### src/rtl/rr_arbiter_2to1.sv
// Two-requester round-robin arbiter with a one-entry registered output stage.
// Both requesters are valid: the one that did not win last time gets the grant.
module rr_arbiter_2to1 #(
    parameter int WIDTH = 32
) (
    input  logic             clk,
    input  logic             reset,
    input  logic             in0_valid,
    input  logic [WIDTH-1:0] in0_data,
    output logic             in0_ready,
    input  logic             in1_valid,
    input  logic [WIDTH-1:0] in1_data,
    output logic             in1_ready,
    output logic             out_valid,
    output logic [WIDTH-1:0] out_data,
    output logic             out_src,
    input  logic             out_ready,
    output logic             sel,
    output logic [15:0]      cnt0,
    output logic [15:0]      cnt1
);

    typedef enum logic {
        EMPTY = 1'b0,
        FULL  = 1'b1
    } state_t;

    state_t           r_state;
    state_t           w_state_nxt;
    logic [WIDTH-1:0] r_data;
    logic             r_src;
    logic             r_prio;
    logic             r_sel;
    logic [15:0]      r_cnt0;
    logic [15:0]      r_cnt1;

    logic             w_grant;
    logic             w_win;
    logic             w_free;
    logic             w_acc;
    logic [WIDTH-1:0] w_mux_data;

    always_comb begin
        w_grant   = in0_valid | in1_valid;
        w_win     = (in0_valid & in1_valid) ? ~r_prio : in1_valid;
        // Free also when full and draining, so a new word can land in the same cycle.
        w_free    = (r_state == EMPTY) | out_ready;
        in0_ready = ~reset & w_grant & ~w_win & w_free;
        in1_ready = ~reset & w_grant &  w_win & w_free;
        w_acc     = (in0_valid & in0_ready) | (in1_valid & in1_ready);
        sel       = w_grant ? w_win : r_sel;
        w_mux_data = sel ? in1_data : in0_data;
    end

    always_comb begin
        w_state_nxt = r_state;
        if (w_acc) begin
            w_state_nxt = FULL;
        end else if ((r_state == FULL) && out_ready) begin
            w_state_nxt = EMPTY;
        end
    end

    always_ff @(posedge clk) begin
        if (reset) begin
            r_state <= EMPTY;
        end else begin
            r_state <= w_state_nxt;
        end
    end

    always_ff @(posedge clk) begin
        if (reset) begin
            r_data <= '0;
            r_src  <= 1'b0;
            r_prio <= 1'b1;
            r_sel  <= 1'b0;
            r_cnt0 <= '0;
            r_cnt1 <= '0;
        end else begin
            if (w_grant) begin
                r_sel <= w_win;
            end
            if (w_acc) begin
                r_data <= w_mux_data;
                r_src  <= w_win;
                r_prio <= w_win;
                // Counters saturate rather than wrap.
                if (w_win) begin
                    if (r_cnt1 != 16'hFFFF) r_cnt1 <= r_cnt1 + 16'd1;
                end else begin
                    if (r_cnt0 != 16'hFFFF) r_cnt0 <= r_cnt0 + 16'd1;
                end
            end
        end
    end

    always_comb begin
        out_valid = (r_state == FULL);
        out_data  = r_data;
        out_src   = r_src;
        cnt0      = r_cnt0;
        cnt1      = r_cnt1;
    end

endmodule
### config.mk
export PLATFORM = sky130hd
export DESIGN_NAME = rr_arbiter_2to1
export DESIGN_NICKNAME = d
export VERILOG_FILES = /design/src/rtl/rr_arbiter_2to1.sv
export SDC_FILE = /design/constraint.sdc
export NUM_CORES = 1
export LEC_CHECK = 0
export CORE_ASPECT_RATIO = 1.5
export CORE_MARGIN = 2
export CORE_UTILIZATION = 35
export DETAILED_ROUTE_END_ITERATION = 10
export PLACE_DENSITY = 0.68
export SLEW_MARGIN = 20
export SYNTH_ARGS = -nofsm -noshare
export SYNTH_HDL_FRONTEND = slang
export SYNTH_SLANG_ARGS = --single-unit
### constraint.sdc
create_clock -name clk -period 3 [get_ports clk]
set_input_delay 0.45 -clock clk [delete_from_list [all_inputs] [get_ports clk]]
set_output_delay 0.45 -clock clk [all_outputs]
set_load 0.03 [all_outputs]
# --- Yosys cells after proc, flatten, opt, wreduce, memory -nomap -nowiden ---
# Index checks and enable logic that the tools add are counted.
word_totals:
  latchBits: 0
  in_bits: 69
  memories: 0
  mem_bits_rw: 0
  ff_bits: 68
  mem_bits_ro: 0
  out_inout_bits: 69
classes:
  n_bitwise: 15
  add_sub_neg: 2
  muxes: 5
  n_lt_le_gt_ge: 0
  reduce_logical: 4
  div_mod_pow: 0
  n_eq_ne: 2
  n_mul: 0
  shift: 0
op_table:
  columns: ["operator", "n"]
  rows:
  - ["$add 16x1->16 const B", 2]
  - ["$mux 32", 1]
  - ["$ne 16x16->1 const B", 2]
  - ["$and 1x1->1", 8]
  - ["$reduce_and 3->1", 2]
  - ["$mux 1", 4]
  - ["$not 1->1", 4]
  - ["$or 1x1->1", 3]
  - ["$reduce_bool 2->1", 1]
  - ["$logic_and 1x1->1", 1]

# --- Longest topological paths before layout ---
depth:
  depth_word: 8
  mapped_depth: 7
  depth_no_buf: 6

# --- Worst setup path before layout ---
# No wires, ideal clock.
synth_timing:
  kind: "register -> register"
  start: "register r_cnt1[0], in the netlist cnt1[0]"
  end: "register r_cnt1[8], in the netlist cnt1[8]"
  setup_ps: 121
  required_ps: 2879
  setup_slack_ps: 725
  synth_period_minus_slack_ps: 2275
  n_path_buf: 1
  path_stages_with_launch: 8
  arrival_ps: 2154
  path_cell_list: "dfxtp_1 ha_1 nand4_1 or4_1 buf_2 o21ai_4 nor4_2 mux2_4"
synth_via:
  elab_chain_cells: 2
  elab_cells_between_ends: 3
  classes_between: "add/sub: 1; eq/ne: 1; reduce/logical: 1"
synth_lines:
  columns: ["item", "line_no", "source"]
  rows:
  - ["start, declared", "35", "logic [15:0] r_cnt1;"]
  - ["start signal, assigned", "90", "if (r_cnt1 != 16'hFFFF) r_cnt1 <= r_cnt1 + 16'd1;"]
  - ["branches (longest 2 deep; another with $add 16x1->16)", null, null]
# Several ways; the timed one is not identified.
# A chain may end at the register's enable or synchronous reset.

# --- Worst setup path after layout ---
layout_timing:
  start: "input in1_valid"
  end: "output sel"
layout_via:
  elab_chain_cells: 3
  elab_cells_between_ends: 4
  classes_between: "mux: 2; bitwise: 2"
layout_lines:
  columns: ["item", "line_no", "source"]
  rows:
  - ["start, declared", "11", "input logic in1_valid,"]
  - ["$and 1x1->1", "45", "w_win = (in0_valid & in1_valid) ? ~r_prio : in1_valid;"]
  - ["$mux 1", "45", null]
  - ["$mux 1 *", null, null]
  - ["end, declared", "18", "output logic sel,"]
# Mark *: on every way between the ends. The rest lies on a longest branch, timed or not.

==> flow_summary.toml <==
[finish]
fillers = 854
syn_to_final_growth_pct = 55.78
nNetsFinal = 548
postLayoutCellArea_mm2 = 0.004805
drive_above_1_share = 0.06681
diodes = 0

[clock_tree]
cts.htree.levels = 3
cts_resized = 0
cts_setup_buffers = 0
cts_buffer_depth = 2
cts_inserted_buffers = 9
clock-sinks = 68
cts_tree = "built"
holdBufCountCts = 0
path_clk_slew_ns = 0.05
clockRootBuffer = "clkbuf_16"
clkLatencyLatePin_ns = 0.33

[sta]
slew_headroom = 0.3705
finClkSkew_ns = 0.005968
finalHoldViolCount = 0
worst_pin_slew_ns = 0.9443
fmax_mhz = 389.1
setup-tns-final_ns = 0
slew_viol_final = 0
rsz0062_at_grt = "false"
finalCritPeriodShare = 0.8566
layout_setup_ws_ns = 0.4302
hold_ws_ns = 0.4685
setup_viol = 0
layout_min_cycle_time_ns = 2.570

[logic_synthesis]
seq_area_frac_synth = 0.4414
synth-seq-cells = 68
yosysTopAreaCell = "dfxtp_1"
mappedNetlistArea_mm2 = 0.003084
avgSynthCellArea_um2 = 8.966
synth.top_cell.area_share = 0.4414
netlist_instances = 344
synthesis.nets = 415
async_reset_ff_frac = 0
synthTopCellsByArea = "dfxtp_1 44%, mux2i_1 11%, nand3_1 7.5%"
yosys_warnings = 0
synth-main-ff-cell = "dfxtp_1"
synth_enable_flop_cells = 0
yosysUniqueCellTypes = 44

[die]
initial_utilization = 0.3557
core_area_mm2 = 0.008671
dieArea_mm2 = 0.009594
top_level_ports = 138
die_w_um = 80.65
die_y_um = 119.0
rows = 42

[route]
first_pass_iters = 4
ant_nets = 0
vias_per_cell = 5.012
drc = 0
drt_iter0_drc = 130
drt_wl_total_um = 8125
num_vias = 2952
wl_per_cell_um = 13.79

[grt]
grt_pass1_wl_um = 13380
grt_usage = 0.1794
grt_pass1_vias = 2855
antenna_found_initial = 0
overflow = 0
grt_max_degree = 66

[critical_path]
path_cells = "clkdlybuf4s50_1 -> a21bo_2 -> a21boi_4 -> inv_1 -> clkdlybuf4s50_1"
crit_fanout = 3
crit_type = "primary input to primary output"
critPathMaxStageDelay_ns = 0.68
crit_family = "buffers and inverters"
cp.buffers_inverters = 3
cp_common_cell = "clkdlybuf4s50_1"
arrival_ns = 2.12
startpoint_type = "primary input"
cpMaxStageDelayCell = "clkdlybuf4s50_1"
required_ns = 2.55
end_kind = "primary output"

[power_and_ir_drop]
p_leak_nw = 1.794
ir_worst_vdd_uv = 312.9
p_total_mw = 2.330
power_density_mw_per_mm2 = 484.9

[placed_design]
pre_cts_slack_ns = 0.4324
hpwl_um = 6072
place.gp.congestion = 0.8059
placed_area_mm2 = 0.004564
io_buffers = 137

[hold_path]
min_path_type = "flip-flop to flip-flop"

[job]
drv_cap = 0

[outcome]
outcome = "finished, final reports clean"
-- sequential cells by signal, indices dropped and copies added (netlist names) --
signal and cells:
r_sel 1, cnt0 16, out_data 32, cnt1 16, r_prio 1, out_valid 1
out_src 1
-- power by group --
group / total (mW) / leakage [nW] / internal, mW / switching [mW]
registers: 0.989 / 0.557 / 0.959 / 0.0299
logic: 0.459 / 1.12 / 0.225 / 0.235
clock network: 0.882 / 0.116 / 0.545 / 0.337
-- worst register-to-register path, stage by stage, from the launching register on --
cell and delay, ns:
dfxtp_1 0.41, ha_1 0.23, nand4_1 0.16, or4_1 0.64, o21ai_4 0.36, nor4_2 0.08, mux2_4 0.30
-- per-stage QoR --
step                      instances  utilization
final                           589       0.5541
after CTS                       589       0.5541
after floorplan                 344            -
after global routing            589       0.5541
after global placement          576       0.5264
after detailed placement        576       0.5264
-- logic make-up (layout without fill, tap and decap cells) --
logic type,count (synthesis),after routing,synth area share
AO/OA/AOI/OAI,59,59,0.1168
adder cells (fa/ha/maj),2,2,0.008112
multiplexers,37,37,0.1221
flip-flops,68,68,0.4414
buffers and inverters,30,165,0.03854
XOR/XNOR,15,15,0.04259
AND/OR/NAND/NOR,133,133,0.2304
-- layout by cell type (no fill, tap or decap), types with 2 or more instances in the layout --
cell type,n
nor3_1,9
nor2_1,28
ha_1,2
o211ai_1,3
inv_1,8
nand2b_1,2
o41ai_1,2
nor4_1,7
or3_1,4
xor2_1,5
nor2b_1,4
nand3_1,46
clkbuf_1,4
a21oi_1,6
clkbuf_16,9
nand2_1,10
clkdlybuf4s50_1,135
dfxtp_1,68
buf_4,9
and4_1,2
a211oi_1,2
o311ai_0,2
o21ai_0,35
o31ai_1,2
xnor2_1,10
and3_1,2
nand4_1,10
mux2i_1,35
-- layout make-up --
type                    instances  area, µm²  share of cell area
multi-input cells             246       1617              0.3365
repair buffers                144       1419              0.2953
flip-flops and latches         68       1361              0.2833
clock buffers                  13      240.2             0.05000
well taps                     110      137.6             0.02865
inverters                       8      30.03            0.006250
-- final timing paths --
| check | slack, ns | from | depth (start not counted) | to |
|---|---|---|---|---|
| max reg2reg | 0.70 | cnt1[0]$_SDFFE_PP0P_ | 6 | cnt1[8]$_SDFFE_PP0P_ |
| max | 0.43 | in1_valid | 5 | sel |
| min reg2reg | 0.47 | out_data[16]$_SDFFE_PP0P_ | 2 | out_data[16]$_SDFFE_PP0P_ |
| min | 0.47 | out_data[16]$_SDFFE_PP0P_ | 2 | out_data[16]$_SDFFE_PP0P_ |
-- cells in the mapped netlist (all sizes together), types with 7 or more instances --
| cell type | n |
|---|---|
| dfxtp | 68 |
| nand3 | 46 |
| o21ai | 36 |
| mux2i | 35 |
| nor2 | 28 |
| clkbuf | 15 |
| nand4 | 11 |
| nand2 | 10 |
| nor3 | 10 |
| xnor2 | 10 |
| nor4 | 9 |
| inv | 8 |
| buf | 7 |
-- per-layer routing --
metal | global-route usage | vias to the layer above | share of wire
li1 | - | 1510 | -
met1 | 0.1989 | 1338 | 0.40
met2 | 0.2948 | 95 | 0.50
met3 | 0.07955 | 9 | 0.088
met4 | 0.07309 | 0 | 0.018
met5 | 0 | - | 0
Note: power is estimated with default switching activity, not from simulation.
